==> config.mk <==
export PLATFORM = sky130hd
export DESIGN_NAME = ws2811_frame_serializer_flat
export DESIGN_NICKNAME = d
export VERILOG_FILES = /design/src/rtl/ws2811_pkg.sv /design/src/rtl/ws2811_frame_serializer_if.sv /design/src/rtl/ws2811_bit_timer.sv /design/src/rtl/ws2811_frame_serializer.sv /design/src/flat_wrapper.sv
export SDC_FILE = /design/constraint.sdc
export NUM_CORES = 1
export LEC_CHECK = 0
export CAP_MARGIN = 20
export CELL_PAD_IN_SITES_DETAIL_PLACEMENT = 1
export CELL_PAD_IN_SITES_GLOBAL_PLACEMENT = 1
export CORE_MARGIN = 8
export CORE_UTILIZATION = 40
export DETAILED_ROUTE_END_ITERATION = 8
export PLACE_DENSITY_LB_ADDON = 0.1
export SETUP_SLACK_MARGIN = 0.05
export SYNTH_ARGS = -nofsm -noshare
export SYNTH_HDL_FRONTEND = slang
export SYNTH_HIERARCHICAL = 1
export SYNTH_SLANG_ARGS = --single-unit
==> constraint.sdc <==
create_clock -name clock -period 3.3 [get_ports clock]
set_input_delay 0.33 -clock clock [delete_from_list [all_inputs] [get_ports clock]]
set_output_delay 0.33 -clock clock [all_outputs]
set_load 0.05 [all_outputs]
==> src/rtl/ws2811_pkg.sv <==
// Shared types and constants for the WS2811 frame serializer.
// Macro WS2811_GRB_ORDER_EN selects G,R,B transmit order instead of R,G,B.
package ws2811_pkg;

    typedef enum logic [1:0] {
        IDLE,
        HIGH,
        LOW,
        LATCH
    } state_t;

    localparam int T0H_DEFAULT   = 20;
    localparam int T1H_DEFAULT   = 40;
    localparam int BIT_DEFAULT   = 63;
    localparam int LATCH_DEFAULT = 3000;

    localparam int MAX_LEDS      = 5;
    localparam int BITS_PER_LED  = 24;
    localparam int CYCLE_CNT_W   = 12;

    localparam int R_LSB = 16;
    localparam int G_LSB = 8;
    localparam int B_LSB = 0;

    // Rearranges a {R,G,B} word so that bit 23 is always the first bit on the wire.
    function automatic logic [23:0] tx_order(input logic [23:0] word);
`ifdef WS2811_GRB_ORDER_EN
        return {word[G_LSB +: 8], word[R_LSB +: 8], word[B_LSB +: 8]};
`else
        return word;
`endif
    endfunction

    function automatic logic [2:0] clamp_count(input logic [7:0] count);
        return (count > 8'(MAX_LEDS)) ? 3'(MAX_LEDS) : count[2:0];
    endfunction

endpackage

==> src/rtl/ws2811_frame_serializer_if.sv <==
// Colour-word inputs and serial/status outputs of the WS2811 frame serializer.
interface ws2811_frame_serializer_if;
    logic        enable;
    logic [7:0]  led_count;
    logic [23:0] led0;
    logic [23:0] led1;
    logic [23:0] led2;
    logic [23:0] led3;
    logic [23:0] led4;
    logic        serial;
    logic        db_serial;
    logic        busy;
    logic        frame_done;

    modport master (
        output enable, led_count, led0, led1, led2, led3, led4,
        input  serial, db_serial, busy, frame_done
    );

    modport slave (
        input  enable, led_count, led0, led1, led2, led3, led4,
        output serial, db_serial, busy, frame_done
    );
endinterface

==> src/rtl/ws2811_bit_timer.sv <==
// Generates one NRZ bit slot: line high for the T0H/T1H time, low for the rest of BIT_CYCLES.
module ws2811_bit_timer
    import ws2811_pkg::*;
#(
    parameter int T0H_CYCLES = T0H_DEFAULT,
    parameter int T1H_CYCLES = T1H_DEFAULT,
    parameter int BIT_CYCLES = BIT_DEFAULT
) (
    input  logic clock,
    input  logic reset,
    input  logic start,
    input  logic bit_value,
    output logic line,
    output logic line_copy,
    output logic high_done,
    output logic bit_done
);

    localparam int CW = $clog2(BIT_CYCLES);

    logic [CW-1:0] cnt;
    logic [CW-1:0] hi_len;
    logic          active;

    // Both strobes fire in the last cycle of their phase so a new slot can start on the same edge.
    assign high_done = active && line && (cnt == hi_len - CW'(1));
    assign bit_done  = active && (cnt == CW'(BIT_CYCLES - 1));

    // NOTE: sequential state uses non-blocking assignments only, so every flop samples pre-edge values.
    always_ff @(posedge clock or negedge reset) begin
        if (!reset) begin
            cnt       <= '0;
            hi_len    <= '0;
            active    <= 1'b0;
            line      <= 1'b0;
            line_copy <= 1'b0;
        end else if (start) begin
            cnt       <= '0;
            hi_len    <= bit_value ? CW'(T1H_CYCLES) : CW'(T0H_CYCLES);
            active    <= 1'b1;
            line      <= 1'b1;
            line_copy <= 1'b1;
        end else if (active) begin
            cnt <= cnt + CW'(1);
            if (high_done) begin
                line      <= 1'b0;
                line_copy <= 1'b0;
            end
            if (bit_done) begin
                active <= 1'b0;
            end
        end
    end

endmodule

==> src/rtl/ws2811_frame_serializer.sv <==
// Snapshots up to five LED words and streams them as a WS2811 frame followed by a latch gap.
// Macro WS2811_GRB_ORDER_EN (see ws2811_pkg) switches per-LED byte order to G,R,B.
module ws2811_frame_serializer
    import ws2811_pkg::*;
#(
    parameter int T0H_CYCLES   = T0H_DEFAULT,
    parameter int T1H_CYCLES   = T1H_DEFAULT,
    parameter int BIT_CYCLES   = BIT_DEFAULT,
    parameter int LATCH_CYCLES = LATCH_DEFAULT
) (
    input logic                      clock,
    input logic                      reset,
    ws2811_frame_serializer_if.slave bus
);

    state_t                 state;
    logic [23:0]            shadow [MAX_LEDS];
    logic [2:0]             count_q;
    logic [4:0]             bit_idx;
    logic [2:0]             led_idx;
    logic [CYCLE_CNT_W-1:0] latch_cnt;
    logic                   busy_q;
    logic                   frame_done_q;

    logic [2:0]  count_in;
    logic        start_frame;
    logic        last_bit;
    logic [4:0]  bit_next;
    logic [2:0]  led_next;
    logic [23:0] word_sel;
    logic [23:0] first_word;
    logic [23:0] next_word;
    logic        timer_start;
    logic        timer_bit;
    logic        line;
    logic        line_copy;
    logic        high_done;
    logic        bit_done;

    assign count_in    = clamp_count(bus.led_count);
    assign start_frame = (state == IDLE) && bus.enable && (count_in != 3'd0);
    assign last_bit    = (bit_idx == 5'(BITS_PER_LED - 1)) && (led_idx == count_q - 3'd1);

    // NOTE: every always_comb output gets a default first so no path can infer a latch.
    always_comb begin
        bit_next = bit_idx + 5'd1;
        led_next = led_idx;
        if (bit_idx == 5'(BITS_PER_LED - 1)) begin
            bit_next = '0;
            led_next = led_idx + 3'd1;
        end
    end

    always_comb begin
        word_sel = '0;
        case (led_next)
            3'd0:    word_sel = shadow[0];
            3'd1:    word_sel = shadow[1];
            3'd2:    word_sel = shadow[2];
            3'd3:    word_sel = shadow[3];
            3'd4:    word_sel = shadow[4];
            default: word_sel = '0;
        endcase
    end

    // The first bit comes straight from led0 so serial rises on the capture edge itself.
    assign first_word  = tx_order(bus.led0);
    assign next_word   = tx_order(word_sel);
    assign timer_start = start_frame || ((state == LOW) && bit_done && !last_bit);
    assign timer_bit   = start_frame ? first_word[23] : next_word[5'd23 - bit_next];

    ws2811_bit_timer #(
        .T0H_CYCLES (T0H_CYCLES),
        .T1H_CYCLES (T1H_CYCLES),
        .BIT_CYCLES (BIT_CYCLES)
    ) u_bit_timer (
        .clock     (clock),
        .reset     (reset),
        .start     (timer_start),
        .bit_value (timer_bit),
        .line      (line),
        .line_copy (line_copy),
        .high_done (high_done),
        .bit_done  (bit_done)
    );

    always_ff @(posedge clock or negedge reset) begin
        if (!reset) begin
            state        <= IDLE;
            count_q      <= '0;
            bit_idx      <= '0;
            led_idx      <= '0;
            latch_cnt    <= '0;
            busy_q       <= 1'b0;
            frame_done_q <= 1'b0;
            // NOTE: the shadow words are only five registers, so they are cleared rather than left unknown.
            for (int i = 0; i < MAX_LEDS; i++) begin
                shadow[i] <= '0;
            end
        end else begin
            case (state)
                IDLE: begin
                    if (start_frame) begin
                        shadow[0] <= bus.led0;
                        shadow[1] <= bus.led1;
                        shadow[2] <= bus.led2;
                        shadow[3] <= bus.led3;
                        shadow[4] <= bus.led4;
                        count_q   <= count_in;
                        bit_idx   <= '0;
                        led_idx   <= '0;
                        busy_q    <= 1'b1;
                        state     <= HIGH;
                    end
                end
                HIGH: begin
                    if (high_done) begin
                        state <= LOW;
                    end
                end
                LOW: begin
                    if (bit_done) begin
                        if (last_bit) begin
                            latch_cnt <= '0;
                            state     <= LATCH;
                        end else begin
                            bit_idx <= bit_next;
                            led_idx <= led_next;
                            state   <= HIGH;
                        end
                    end
                end
                LATCH: begin
                    latch_cnt <= latch_cnt + CYCLE_CNT_W'(1);
                    // frame_done is raised for exactly the final latch cycle.
                    if (latch_cnt == CYCLE_CNT_W'(LATCH_CYCLES - 2)) begin
                        frame_done_q <= 1'b1;
                    end
                    if (latch_cnt == CYCLE_CNT_W'(LATCH_CYCLES - 1)) begin
                        frame_done_q <= 1'b0;
                        busy_q       <= 1'b0;
                        state        <= IDLE;
                    end
                end
                default: state <= IDLE;
            endcase
        end
    end

    assign bus.serial     = line;
    assign bus.db_serial  = line_copy;
    assign bus.busy       = busy_q;
    assign bus.frame_done = frame_done_q;

endmodule
==> src/flat_wrapper.sv <==
// flat-port wrapper written by rule: the top's interface ports become plain ports
module ws2811_frame_serializer_flat import ws2811_pkg::*;
#(
    parameter int T0H_CYCLES   = T0H_DEFAULT,
    parameter int T1H_CYCLES   = T1H_DEFAULT,
    parameter int BIT_CYCLES   = BIT_DEFAULT,
    parameter int LATCH_CYCLES = LATCH_DEFAULT
)
  (clock, reset, bus_enable, bus_led_count, bus_led0, bus_led1, bus_led2, bus_led3, bus_led4, bus_serial, bus_db_serial, bus_busy, bus_frame_done);
  ws2811_frame_serializer_if bus_i ();
  input logic clock;
  input logic reset;
  input wire logic [$bits(bus_i.enable)-1:0] bus_enable;
  input wire logic [$bits(bus_i.led_count)-1:0] bus_led_count;
  input wire logic [$bits(bus_i.led0)-1:0] bus_led0;
  input wire logic [$bits(bus_i.led1)-1:0] bus_led1;
  input wire logic [$bits(bus_i.led2)-1:0] bus_led2;
  input wire logic [$bits(bus_i.led3)-1:0] bus_led3;
  input wire logic [$bits(bus_i.led4)-1:0] bus_led4;
  output wire logic [$bits(bus_i.serial)-1:0] bus_serial;
  output wire logic [$bits(bus_i.db_serial)-1:0] bus_db_serial;
  output wire logic [$bits(bus_i.busy)-1:0] bus_busy;
  output wire logic [$bits(bus_i.frame_done)-1:0] bus_frame_done;
  assign bus_i.enable = bus_enable;
  assign bus_i.led_count = bus_led_count;
  assign bus_i.led0 = bus_led0;
  assign bus_i.led1 = bus_led1;
  assign bus_i.led2 = bus_led2;
  assign bus_i.led3 = bus_led3;
  assign bus_i.led4 = bus_led4;
  assign bus_serial = bus_i.serial;
  assign bus_db_serial = bus_i.db_serial;
  assign bus_busy = bus_i.busy;
  assign bus_frame_done = bus_i.frame_done;
  ws2811_frame_serializer #(.T0H_CYCLES(T0H_CYCLES), .T1H_CYCLES(T1H_CYCLES), .BIT_CYCLES(BIT_CYCLES), .LATCH_CYCLES(LATCH_CYCLES)) u_core (.clock(clock), .reset(reset), .bus(bus_i));
endmodule
==> metrics list <==
* Global placement routability congestion: a little under 0.9
- Final clock skew: about 11 ps
* Library cell with the highest instance count after synthesis: nand2_1
- Setup repair after global routing left no endpoint under its margin.
* Tcrit/Tclk final: between 90% and 100%
- For the final routed database, the setup TNS stands at 0 ps.
- Across the run, the number of max-cap violations was 0.
- The first detailed-routing pass took 5 iterations.
* Overall die width: roughly 160 um
- Cell seen most often among critical-path stages: o21ai_0
* Total inserted antenna cells: 0
- Critical path destination: u_core/u_bit_timer/hi_len[3]
- The share of synthesized area in the top cell type comes to 49.9%.
- Full die area: around 0.024 mm2
- Antenna violations before repair: 0
- Global-route wire length before repair: approximately 41,000 um
- The slowest stage of the critical path belongs to the cell nor2_2.
- Timing analysis after detailed placement gives a worst setup slack of between 200 and 300 ps.
* Maximum count of clock buffers along a single path: 2
- At the worst endpoint, the arrival time is around 3500 ps.
- Post-route standard cell area excluding fillers: just over 0.01 mm2
- Top post-synthesis cells by count: 392 x nand2_1, 157 x dfrtp_1, 37 x o21ai_0
- The post-route netlist has 8.63% of its cells at a drive strength greater than 1.
- Area growth from synthesis to layout: 29.0%
- Global routing finished with a remaining overflow of 0.
- EDFF count, synth: 0
* Peak supply drop: between 0.3 and 0.4 mV
* Average cell area after synthesis: between 8 and 9 um2
- Summing internal, switching and leakage power gives 8.46 mW.
- For this run, design rule violations remaining after detail routing come to 0.
- Vert. Die Dim: around 160 um
- Of all flip-flops after synthesis, the portion carrying an async set or reset was between 90% and 100%.
- Detailed-route via count: 7,001
- Vias per Instance: 5.31
- Traced cell by cell, the critical path runs through ha_1 -> and4b_1 -> buf_4 -> nor2_2 -> o21ai_0 -> a221oi_1 -> a21oi_1 -> a32oi_1 -> a211o_1 -> o311ai_1 -> nand2_1 -> o21ai_0.
- The first routing iteration left 410 violations.
- In the synthesized netlist the dominant register cell turns out to be dfrtp_1.
- TritonCTS built the clock tree.
- For this run, the slowest stage of the critical path takes 450 ps.
* Wire length per cell: between 15 and 20 um
- Count of different cell masters after synthesis: 68
* Clk Latency, worst-skew pair: 440 ps
* Crit path launch type: flip-flop
- Total of buffers placed on input and output ports: approximately 130
* Number of nets in the synthesized netlist: 1,051
- Largest driver fanout on the critical path: 16
- Register Area: roughly 0.004 mm2
- The cell count after synthesis came out at 911.
* Multi-input logic area: about 0.0036 mm2
- Headroom to the max-slew limit came out at a little over half.
* Top-level port count: between 100 and 150
- Data on the critical path is required at its endpoint by approximately 3600 ps.
* Cell at the root of the clock tree: clkbuf_16
* Worst Hold Class: in -> async
- Leading post-synthesis cells by cell area: dfrtp_1 50%, nand2_1 19%, o21ai_0 2.4%
- After the last flow step, the layout net total stands at around 1.2k.
- Static timing analysis puts the maximum clock frequency at 318 MHz.
- Total core area: 0.0194 mm2
- Reg-to-reg endpoint: u_core/u_bit_timer/hi_len[3]
- After synthesis, flip-flops and latches occupy between 40% and 50% of the total area.
* Vias in the first global route: roughly 7.7k
- Total number of H-tree levels: 4
- All-layer global routing usage: ~22%
- The final layout contains routed wiring with a total length of roughly 25,000 um.
- Post-detailed-placement half-perimeter wirelength: between 15,000 and 20,000 um
* Setup slack of the most critical reg-to-reg path: 150 ps
* Startpoint of the lowest-slack register-to-register path: u_core/bit_idx[1]
- Number of placement rows: 51
- Number of cells on the worst reg-to-reg path: 12
- Worst setup slack after layout: between 150 and 200 ps
- Final count of negative-setup-slack endpoints: 0
- Clock-pin slew was measured on the worst setup and hold paths at approximately 70 ps.
- Number of endpoints with negative hold slack in the final report: 0
- Once detail routing completed, the nets flagged for antenna violations numbered 0.
* Starting density of the core: ~41%
* Buffer count from post-CTS setup fixing: 0
- Summing every instance area after synthesis gives just under 0.008 mm2.
- For this run, the number of Yosys warnings is 6.
- Leading area contributor after synthesis: dfrtp_1
- The number of pins with negative max-slew slack in the final report is 0.
- Element type at the critical path end: flip-flop
* Maximum number of pins on one net before global-route repair: 129
- Start point of the critical path: u_core/bit_idx[1]
- Subtracting the final worst setup slack from the clock period gives about 3100 ps.
- For this design the static power due to leakage is 4.82 nW.
- At the pin with the least slew margin, the transition time is between 600 and 700 ps.
* Post-synthesis sequential element count: 157
- Placed cell areas: between 0.009 and 0.01 mm2
* Result of the run: completed
* Clock Sinks: approximately 160
- TritonCTS Buffers: 17
* Power density over cell area: approximately 830 mW/mm2
- Type of the setup path with the least slack: reg -> reg
- Fill cells in the final layout number 2,308.
==> placed cells by master, fill, tap and decap left out, types with 9 or more instances in the layout <==
| cell | count |
|---|---|
| nand2_1 | 392 |
| dfrtp_1 | 157 |
| clkdlybuf4s50_1 | 133 |
| o21ai_0 | 37 |
| buf_4 | 31 |
| nor2_1 | 29 |
| a21oi_1 | 22 |
| clkbuf_16 | 17 |
| mux2i_1 | 16 |
| nand3_1 | 15 |
| a221oi_1 | 14 |
| xor2_1 | 13 |
| inv_1 | 11 |
| ha_1 | 9 |
==> where the power goes <==
part | switching, mW | internal (mW)
sequential | 0.738 | 2.73
clock | 0.889 | 1.07
combinational | 1.72 | 1.31
total | 3.35 | 5.11
==> layer usage <==
| layer | routed length [um] | global-route usage (%) | part of all wire, % | vias to the layer above |
|---|---|---|---|---|
| met5 | 0 | 0 | 0 | - |
| met4 | 560 | 6.96 | 2.2 | 0 |
| met3 | 1220 | 4.74 | 4.8 | 41 |
| met2 | 12900 | 36.6 | 50 | 203 |
| met1 | 10900 | 26.7 | 43 | 3433 |
| li1 | - | - | - | 3324 |
==> through the flow <==
| step | hold slack (ps) | utilization [%] | std cells |
|---|---|---|---|
| 6_report | 332 | 52.3 | 1319 |
| 5_1_grt | 348 | 52.3 | 1319 |
| 4_1_cts | 335 | 52.2 | 1319 |
| 3_5_place_dp | 215 | 49.2 | 1286 |
| 3_3_place_gp | 214 | 49.2 | 1286 |
| 2_1_floorplan | 34.4 | - | 911 |
==> state kept, by name, summed over array words and instances (netlist names) <==
register and count:
u_core/latch_cnt 12, u_core/led_idx 3, u_core/state 2, u_core/u_bit_timer/line_copy 1, u_core/bit_idx 5, u_core/shadow 120
u_core/count_q 3, u_core/u_bit_timer/hi_len 2, u_core/bus.frame_done 1, u_core/u_bit_timer/cnt 6, u_core/u_bit_timer/active 1, u_core/bus.busy 1
==> critical path, delay by kind of cell, from the launching register on <==
kind / cells / cell delay (ps)
DFF: 1 / 400
adders and majority gates: 1 / 230
and+or+nand+nor: 3 / 880
buffers and inverters: 1 / 250
AOI/OAI and AO/OA: 7 / 1270
==> cell type report <==
type,instances,share of cell area [%]
Clock buffer,18,4.23
Inverter,11,0.407
Clock inverter,14,1.50
Timing Repair Buffer,168,16.0
Sequential cell,157,38.7
Tap cell,265,3.27
Multi-Input combinational cell,686,35.9
==> logic make-up after synthesis <==
kind of cell | after synthesis | share of synthesized area (%)
xor+xnor | 22 | 2.74
flops | 157 | 49.9
fa+ha+maj | 9 | 1.43
mux | 22 | 2.89
buf+inv | 68 | 4.12
simple gates | 501 | 27.2
compound gates | 132 | 11.7
==> how the worst min path moves through the flow <==
stage	start	end	slack, ps
final	reset	u_core/shadow[118]	330
after CTS	reset	u_core/shadow[22]	330
after global placement	reset	u_core/shadow[118]	210
after global routing	reset	u_core/shadow[118]	350
after floorplan	reset	u_core/bit_idx[0]	30
after detailed placement	reset	u_core/shadow[118]	220
==> what timing repair did <==
action	CTS	global route
gates resized for setup	0	2
hold buffers	1	0
hold endpoints to repair	25	0
setup endpoints to repair	0	2
(Power assumes the default switching activity.)
